===== config.mk =====
export PLATFORM = sky130hd
export DESIGN_NAME = pill_batch_ctrl
export DESIGN_NICKNAME = d
export VERILOG_FILES = /design/src/rtl/pill_pkg.sv /design/src/rtl/digit_entry.sv /design/src/rtl/pill_batch_ctrl.sv
export SDC_FILE = /design/constraint.sdc
export NUM_CORES = 1
export LEC_CHECK = 0
export ABC_CLOCK_PERIOD_IN_PS = 6140
export BUFFER_PORTS_ARGS = -buffer_cell sky130_fd_sc_hd__buf_2
export CAP_MARGIN = 20
export CORE_ASPECT_RATIO = 0.6
export CORE_MARGIN = 1
export CORE_UTILIZATION = 40
export DETAILED_ROUTE_END_ITERATION = 8
export HOLD_SLACK_MARGIN = 0.05
export PLACE_DENSITY = 0.65
export SLEW_MARGIN = 25
export SYNTH_ARGS = -nofsm -noshare
export SYNTH_HDL_FRONTEND = slang
export SYNTH_SLANG_ARGS = --single-unit
export TNS_END_PERCENT = 50

===== constraint.sdc =====
create_clock -name clk -period 6.14 [get_ports clk]
set_clock_uncertainty 0.15 [all_clocks]
set_input_delay 1.228 -clock clk [delete_from_list [all_inputs] [get_ports clk]]
set_output_delay 1.228 -clock clk [all_outputs]
set_load 0.01 [all_outputs]

===== src/rtl/pill_pkg.sv =====
// Shared types and constants for the pill batch controller.
package pill_pkg;

  // Largest value an operator can type (two decimal digits).
  localparam int MAX_VAL = 99;
  // Binary width needed to hold any entered value or counter.
  localparam int VAL_W = $clog2(MAX_VAL + 1);

  // Keypad codes beyond the decimal digits.
  localparam logic [3:0] KEY_DIGIT_MAX = 4'd9;
  localparam logic [3:0] KEY_ENTER     = 4'hA;
  localparam logic [3:0] KEY_CLEAR     = 4'hB;

  // Controller states; the encoding is visible on the state output.
  typedef enum logic [2:0] {
    ST_SET_PER = 3'd0,
    ST_SET_BOT = 3'd1,
    ST_READY   = 3'd2,
    ST_RUN     = 3'd3,
    ST_PAUSE   = 3'd4,
    ST_DONE    = 3'd5
  } state_e;

  // One-hot indicator pattern for a state (bit n set for state n).
  function automatic logic [5:0] state_led(input state_e s);
    return 6'(1) << s;
  endfunction

endpackage


===== src/rtl/digit_entry.sv =====
// Two-digit decimal accumulator for keypad value entry.
module digit_entry
  import pill_pkg::*;
(
  input  logic             clk,
  input  logic             rst,
  input  logic             digit_valid,
  input  logic [3:0]       digit,
  input  logic             clear,
  output logic [VAL_W-1:0] entry
);

  logic [VAL_W-1:0] entry_q;
  logic [VAL_W-1:0] entry_d;

  // Shift the new digit in, keeping only the last two decimal digits; clear wins.
  always_comb begin
    entry_d = entry_q;
    if (clear) begin
      entry_d = '0;
    end else if (digit_valid) begin
      entry_d = ((entry_q % VAL_W'(10)) * VAL_W'(10)) + VAL_W'(digit);
    end
  end

  // Entry register.
  always_ff @(posedge clk) begin
    if (rst) begin
      entry_q <= '0;
    end else begin
      entry_q <= entry_d;
    end
  end

  assign entry = entry_q;

endmodule


===== src/rtl/pill_batch_ctrl.sv =====
// Batch sequencing controller: value entry, then counting pills into bottles.
module pill_batch_ctrl
  import pill_pkg::*;
(
  input  logic             clk,
  input  logic             rst,
  input  logic             key_valid,
  input  logic [3:0]       key_code,
  input  logic             start,
  input  logic             pause,
  input  logic             pill,
  output logic [VAL_W-1:0] entry,
  output logic [VAL_W-1:0] per_bottle,
  output logic [VAL_W-1:0] target,
  output logic [VAL_W-1:0] pill_cnt,
  output logic [VAL_W-1:0] bottle_cnt,
  output logic [2:0]       state,
  output logic [5:0]       led,
  output logic             done
);

  state_e           state_q, state_d;
  logic [VAL_W-1:0] per_q, per_d;
  logic [VAL_W-1:0] tgt_q, tgt_d;
  logic [VAL_W-1:0] pill_q, pill_d;
  logic [VAL_W-1:0] bot_q, bot_d;
  logic [5:0]       led_q, led_d;
  logic             done_q, done_d;

  logic             key_digit, key_enter, key_clear;
  logic             in_set;
  logic             entry_clr;
  logic             go_clear;
  logic [VAL_W-1:0] entry_val;
  logic [VAL_W-1:0] pill_inc;
  logic [VAL_W-1:0] bot_inc;

  assign key_digit = key_valid && (key_code <= KEY_DIGIT_MAX);
  assign key_enter = key_valid && (key_code == KEY_ENTER);
  assign key_clear = key_valid && (key_code == KEY_CLEAR);
  assign in_set    = (state_q == ST_SET_PER) || (state_q == ST_SET_BOT);
  assign pill_inc  = pill_q + VAL_W'(1);
  assign bot_inc   = bot_q + VAL_W'(1);

  // The accumulator is zeroed by CLEAR while typing, by an accepted ENTER,
  // and by the global clear from READY/PAUSE/DONE.
  digit_entry u_digit_entry (
    .clk         (clk),
    .rst         (rst),
    .digit_valid (key_digit && in_set),
    .digit       (key_code),
    .clear       ((key_clear && in_set) || entry_clr || go_clear),
    .entry       (entry_val)
  );

  // State and datapath registers; everything visible outside is registered.
  always_ff @(posedge clk) begin
    if (rst) begin
      state_q <= ST_SET_PER;
      per_q   <= '0;
      tgt_q   <= '0;
      pill_q  <= '0;
      bot_q   <= '0;
      led_q   <= 6'b000001;
      done_q  <= 1'b0;
    end else begin
      state_q <= state_d;
      per_q   <= per_d;
      tgt_q   <= tgt_d;
      pill_q  <= pill_d;
      bot_q   <= bot_d;
      led_q   <= led_d;
      done_q  <= done_d;
    end
  end

  // Next state and counter updates. A key that acts wins over start, start
  // over pause; a pill in RUN is always counted before pause is considered.
  always_comb begin
    state_d   = state_q;
    per_d     = per_q;
    tgt_d     = tgt_q;
    pill_d    = pill_q;
    bot_d     = bot_q;
    entry_clr = 1'b0;
    go_clear  = 1'b0;
    unique case (state_q)
      ST_SET_PER: begin
        if (key_enter && (entry_val != '0)) begin
          per_d     = entry_val;
          entry_clr = 1'b1;
          state_d   = ST_SET_BOT;
        end
      end
      ST_SET_BOT: begin
        if (key_enter && (entry_val != '0)) begin
          tgt_d     = entry_val;
          entry_clr = 1'b1;
          state_d   = ST_READY;
        end
      end
      ST_READY, ST_DONE: begin
        if (key_clear) begin
          go_clear = 1'b1;
        end else if (start) begin
          pill_d  = '0;
          bot_d   = '0;
          state_d = ST_RUN;
        end
      end
      ST_PAUSE: begin
        if (key_clear) begin
          go_clear = 1'b1;
        end else if (start) begin
          state_d = ST_RUN;
        end
      end
      ST_RUN: begin
        if (pill) begin
          if (pill_inc == per_q) begin
            pill_d = '0;
            bot_d  = bot_inc;
            if (bot_inc == tgt_q) begin
              state_d = ST_DONE;
            end
          end else begin
            pill_d = pill_inc;
          end
        end
        // A completing pill already moved us to DONE; pause does not override it.
        if (pause && (state_d == ST_RUN)) begin
          state_d = ST_PAUSE;
        end
      end
      default: begin
        state_d = ST_SET_PER;
      end
    endcase
    if (go_clear) begin
      state_d = ST_SET_PER;
      per_d   = '0;
      tgt_d   = '0;
      pill_d  = '0;
      bot_d   = '0;
    end
  end

  // Indicator outputs derived from the upcoming state so they register with it.
  always_comb begin
    led_d  = state_led(state_d);
    done_d = led_d[5];
  end

  assign entry      = entry_val;
  assign per_bottle = per_q;
  assign target     = tgt_q;
  assign pill_cnt   = pill_q;
  assign bottle_cnt = bot_q;
  assign state      = state_q;
  assign led        = led_q;
  assign done       = done_q;

endmodule


==> metrics.txt, run 1 <==
final setup slack of the worst path 783.4 ps; number of cells on the worst reg-to-reg path 19; final cycle utilization of the critical path between 80% and 90%; number of levels the H-tree was split into 2; Most common cell on crit path ha_1; number of nets in the finished design 430; setup fix buffers added after clock tree synthesis 0; number of standard cells after synthesis 365; initial antenna violation count 0; Final ANT Viol Nets 0; clock tree from TritonCTS done; total of flip-flops plus latches after synthesis 44; starting utilization of the core area 41.39%; Synth Net Count 388; total overflow reported by the global router 0; sequence of cells on the critical path nand2b_1 -> o32ai_1 -> a31oi_1 -> ha_1 -> inv_1 -> o21ai_0 -> a21oi_4 -> a2111oi_4 -> nor2_1 -> a21oi_1 -> ha_1 -> ha_1 -> fa_1 -> nand2_1 -> nor2_1 -> xnor2_1 -> nand2b_1 -> or4_4 -> o211ai_2; die area roughly 0.0079 mm²; Sequential Area 880.8 µm²; Skew-Pair Late Insertion Delay about 280 ps; number of filler instances in the final layout approximately 750; WHS 381.4 ps; Worst path max stage delay 670 ps; leading cell types in the layout, fill and taps excluded nor2_1 (54), buf_2 (54), dfxtp_1 (44); peak supply drop 0.1414 mV; power density over the cells 324.3 mW/mm²; number of placement rows 24; actual slew at the worst max-slew pin between 800 and 900 ps; clock net sink count between 40 and 50; leakage power figure between 1.5 and 2 nW; post-placement worst setup slack slightly above 800 ps; sequential share of the synthesized area between 20% and 30%; worst-case clock buffer depth 2; Slew Limit Fails 0; maximum clock frequency 0.1867 GHz; Setup TNS Final 0 ps; core region area 0.007297 mm²; worst setup path endpoint u_digit_entry.entry[6]; final cell count without fillers ~510; hold violation count in the final report 0; Top Ports 55; Post-CTS Resized 0; die boundary width 114.2 µm; drt via density 5.548; die boundary height 69.31 µm; number of warnings reported in the yosys synthesis log 0; time the worst path needs with I/O delays and setup 5357 ps; area growth from synthesis to layout 14.79%; capturing element type of the critical path flip-flop; total setup violations reported at the end of the flow 0; crit path kind flip-flop to flip-flop; category of cells accounting for the largest share of critical-path delay compound AO/OA/AOI/OAI gates; Total GRT Usage between 20% and 30%; buffers plus inverters on the worst setup path 1; Post-DP HPWL 5880 µm; via count of the first global-routing pass 2474; count of hold buffers inserted by post-cts repair 0; pin count of the biggest net entering global routing 22; detail-routed net length per standard cell 15.22 µm; EDFF count, synth 0; Worst slew margin a little under half; data required time of the critical path 6210 ps; result of the run finished, final reports clean; arrival time at the worst endpoint about 5400 ps; share of async-settable or async-resettable flops after synthesis 0%; crit path launch u_digit_entry.entry[2]; post-synth cell types 64; sum of routed wire length over all layers 7777 µm; R2R Path End u_digit_entry.entry[6]; number of buffer cells added on primary ports 54; crit-path max FO 18; DR DRC count 0; Slowest cell on crit path dfxtp_1; wire length of the first global-routing pass about 13000 µm; fraction of final layout cells with drive strength greater than 1 around 17%; area of the mapped netlist 0.003020 mm²; number of inserted diodes 0; Startpoint Class flip-flop; combined area of the multi-input logic cells 0.002003 mm²; Initial DRC Count 238; clock root buffer clkbuf_16; final weighted congestion in routability-driven placement 0.8435; number of buffers created by CTS 5; Reg2Reg Launch Point u_digit_entry.entry[2]; HP Class flip-flop to flip-flop; mean area per synthesized cell 8.275 µm²; minimum setup slack among reg-to-reg paths 780 ps; max-cap violation count 0; most used flip-flop cell after synthesis dfxtp_1; unrepaired setup endpoints after global routing false; first-pass detailed-route iteration total 7; number of cells after detailed placement a little over 500; clock transition time at the flip-flop clock pins of the worst setup and hold paths 60 ps; logic depth of the worst path, buffers included 19; via count 2835
[worst register-to-register path: stages (launching register included)]
cell,delay (ps)
dfxtp_1,670
nand2b_1,350
o32ai_1,150
a31oi_1,280
ha_1,350
inv_1,120
o21ai_0,320
a21oi_4,120
a2111oi_4,470
nor2_1,70
a21oi_1,330
ha_1,310
ha_1,210
fa_1,520
nand2_1,60
nor2_1,110
xnor2_1,150
nand2b_1,70
or4_4,410
o211ai_2,70
[stage by stage]
step	power (W)	util, %	cell area, µm²
after floorplan	0.0007629	-	3020
after global placement	0.0008579	45.68	3333
after detailed placement	0.0008698	45.68	3333
after CTS	0.001128	47.51	3467
after global routing	0.001199	47.51	3467
final	0.001124	47.51	3467
[worst min-delay path by stage]
| stage | from | endpoint | slack, ps | cells past startpoint |
|---|---|---|---|---|
| finish | pill_cnt[1] | pill_cnt[1] | 380 | 2 |
| global route | pill_cnt[1] | pill_cnt[1] | 410 | 2 |
| floorplan | pill_cnt[1] | pill_cnt[1] | 360 | 2 |
| detailed placement | pill_cnt[1] | pill_cnt[1] | 360 | 2 |
| CTS | pill_cnt[1] | pill_cnt[1] | 380 | 2 |
| global placement | pill_cnt[1] | pill_cnt[1] | 360 | 2 |
[final cells by class]
| cell class | instances | area share [%] |
|---|---|---|
| clock buffers | 6 | 3.717 |
| inverters | 9 | 0.9744 |
| clock inverters | 1 | 0.1444 |
| multi-input cells | 291 | 57.78 |
| well taps | 104 | 3.753 |
| flip-flops and latches | 44 | 25.41 |
| repair buffers | 56 | 8.228 |
[report_power, final]
part           switching (W)  internal [W]  leakage, nW  total, W
registers          0.0000384      0.000298        0.355  0.000337
logic               0.000304      0.000230         1.09  0.000535
clock network       0.000105      0.000148       0.0667  0.000253
total               0.000448      0.000677         1.51   0.00112
[state kept, by name (all words and copies together) (netlist names)]
signal	count
target	7
pill_cnt	7
bottle_cnt	7
state	3
led	6
u_digit_entry.entry	7
per_bottle	7
[logic make-up (layout without fill, tap and decap cells)]
family          count (synthesis)  count (layout)  synth area share, %
fa+ha+maj                      13              13                5.882
buf+inv                        30              72                4.515
compound gates                 90              90                22.29
flops                          44              44                29.16
simple gates                  139             139                23.24
mux                            17              17                5.634
xor+xnor                       32              32                9.279
[layer usage]
metal  track usage, %  vias up  wire length, µm
li1                 -     1402                -
met1            31.72     1332             4106
met2            27.81       96             3124
met3            4.371        5              509
met4            3.896        0               37
met5                0        -                0
[synthesized netlist by cell type (all sizes together) (4+ instances only)]
library cell  number  area share, %
buf                7            1.7
mux2i             17            5.6
nand3              5           0.83
xnor2             18            5.2
a31oi              6            1.2
nor3b              4           0.99
and3               5            1.0
o21ai             13            2.2
ha                11            4.6
clkbuf            14            1.7
nor2b              9            2.1
nand2             24            3.0
a211oi             8            2.0
xor2              14            4.1
a32o               6            2.0
a21o               5            1.2
inv                9            1.1
o21bai             4           0.99
nand2b             6            1.2
nor2              54            6.7
nor3              12            2.0
a21oi             20            3.8
dfxtp             44             29
Power figures use the tool's default switching activity.
==> inputs of run 2 (changes only) <==
Settings changed: BUFFER_PORTS_ARGS -buffer_cell sky130_fd_sc_hd__buf_2 to not set, DONT_BUFFER_PORTS set to 1, PLACE_DENSITY 0.65 to 0.58.
==> run 2 against run 1 <==
Sequential cell count did not move. Fmax fell by 0.92%. Critical endpoint unchanged. Sequential share of layout area rose by 1.8 points.
==> metrics.txt, run 2 (synthesis results as in run 1) <==
result of the run finished, final reports clean; number of cells after detailed placement 450; leading cell types in the layout, fill and taps excluded nor2_1 (54), dfxtp_1 (44), nand2_1 (24); number of cells on the worst reg-to-reg path 19; final cell count without fillers ~460; number of inserted diodes 0; die area just under 0.008 mm²; final std cell area, no fill between 0.003 and 0.004 mm²; hold violation count in the final report 0; total setup violations reported at the end of the flow 0; leakage power figure 1.247 nW; number of nets in the finished design 376; sum of routed wire length over all layers 7569 µm; placed cell areas 0.003063 mm²; area growth from synthesis to layout 7.084%; initial antenna violation count 0; Post-CTS Resized 0; die boundary height 69.31 µm; via count 2602; DR DRC count 0; Slew Limit Fails 0; clock root buffer clkbuf_16; clock net sink count 44; peak supply drop ~0.13 mV; crit-path max FO 18; setup fix buffers added after clock tree synthesis 0; worst-case clock buffer depth 2; die boundary width 114.2 µm; most frequent standard cell in the layout excluding fill and tap cells nor2_1; actual slew at the worst max-slew pin 849.9 ps; pin count of the biggest net entering global routing 22; core region area around 0.0073 mm²; clock tree from TritonCTS done; number of buffers created by CTS 5; number of levels the H-tree was split into 2; HP Class flip-flop to flip-flop; total overflow reported by the global router 0; Hold Path Stages 2; Total GRT Usage 20.51%; Worst slew margin 43.22%; time the worst path needs with I/O delays and setup 5406 ps; capturing element type of the critical path flip-flop; power density over the cells 362.3 mW/mm²; Top Ports 55; max-cap violation count 0; number of placement rows 24; number of buffer cells added on primary ports 0; Setup TNS Final 0 ps; unrepaired setup endpoints after global routing false; fraction of final layout cells with drive strength greater than 1 5.367%; data required time of the critical path 6210 ps; final core utilization about 44%; wire length of the first global-routing pass 12680 µm; clock transition time at the flip-flop clock pins of the worst setup and hold paths 70 ps; final weighted congestion in routability-driven placement around 0.84; maximum clock frequency approximately 0.18 GHz; crit path kind flip-flop to flip-flop; starting utilization of the core area roughly two fifths; detail-routed net length per standard cell 16.53 µm; Final ANT Viol Nets 0; Post-DP HPWL 5608 µm; via count of the first global-routing pass 2358; WHS about 440 ps; count of hold buffers inserted by post-cts repair 0; Startpoint Class flip-flop; drt via density 5.681; first-pass detailed-route iteration total 6; Initial DRC Count 200; final cycle utilization of the critical path 88.05%; arrival time at the worst endpoint 5470 ps; Skew-Pair Late Insertion Delay 290 ps
[run 2: power breakdown]
part           leakage (nW)  switching, W  total (W)  internal [W]
logic                 0.811      0.000295   0.000517      0.000222
registers             0.355     0.0000466   0.000345      0.000298
clock network        0.0804      0.000116   0.000310      0.000193
total                  1.25      0.000458    0.00117      0.000714
[run 2: worst max-delay path, stage by stage (launching register included)]
cell	delay (ps)
dfxtp_1	710
nand2b_1	350
o32ai_1	140
a31oi_1	290
ha_1	350
inv_1	100
o21ai_0	340
a21oi_4	110
a2111oi_4	460
nor2_1	70
a21oi_1	290
ha_1	310
ha_1	210
fa_1	520
nand2_1	70
nor2_1	130
xnor2_1	160
nand2b_1	70
or4_4	410
o211ai_2	80
[run 2: final timing paths]
path         slack [ps]                      to              startpoint
max                 730  u_digit_entry.entry[6]  u_digit_entry.entry[2]
max reg2reg         730  u_digit_entry.entry[6]  u_digit_entry.entry[2]
min reg2reg         440             pill_cnt[1]             pill_cnt[1]
min                 440             pill_cnt[1]             pill_cnt[1]
[run 2: layout make-up]
| class | instances | area (µm²) |
|---|---|---|
| repair buffers | 2 | 15.01 |
| clock buffers | 5 | 125.1 |
| flip-flops and latches | 44 | 880.8 |
| inverters | 9 | 33.78 |
| multi-input cells | 291 | 2003 |
| well taps | 104 | 130.1 |
| fillers | 728 | 4063 |
| clock inverters | 3 | 46.29 |
[run 2: routing by layer]
| metal | global-route usage [%] | wire length, µm | part of all wire [%] |
|---|---|---|---|
| met5 | 0 | 0 | 0 |
| met4 | 4.040 | 36 | 0.48 |
| met3 | 6.731 | 633 | 8.4 |
| met2 | 26.26 | 2919 | 39 |
| met1 | 32.25 | 3980 | 53 |
[run 2: stage by stage]
stage                     total power (W)  worst slack [ps]
after global placement          0.0008601             977.6
after global routing             0.001258             379.9
after floorplan                 0.0007629              1343
after CTS                        0.001175             784.3
final                            0.001172             733.6
after detailed placement        0.0008590             819.7
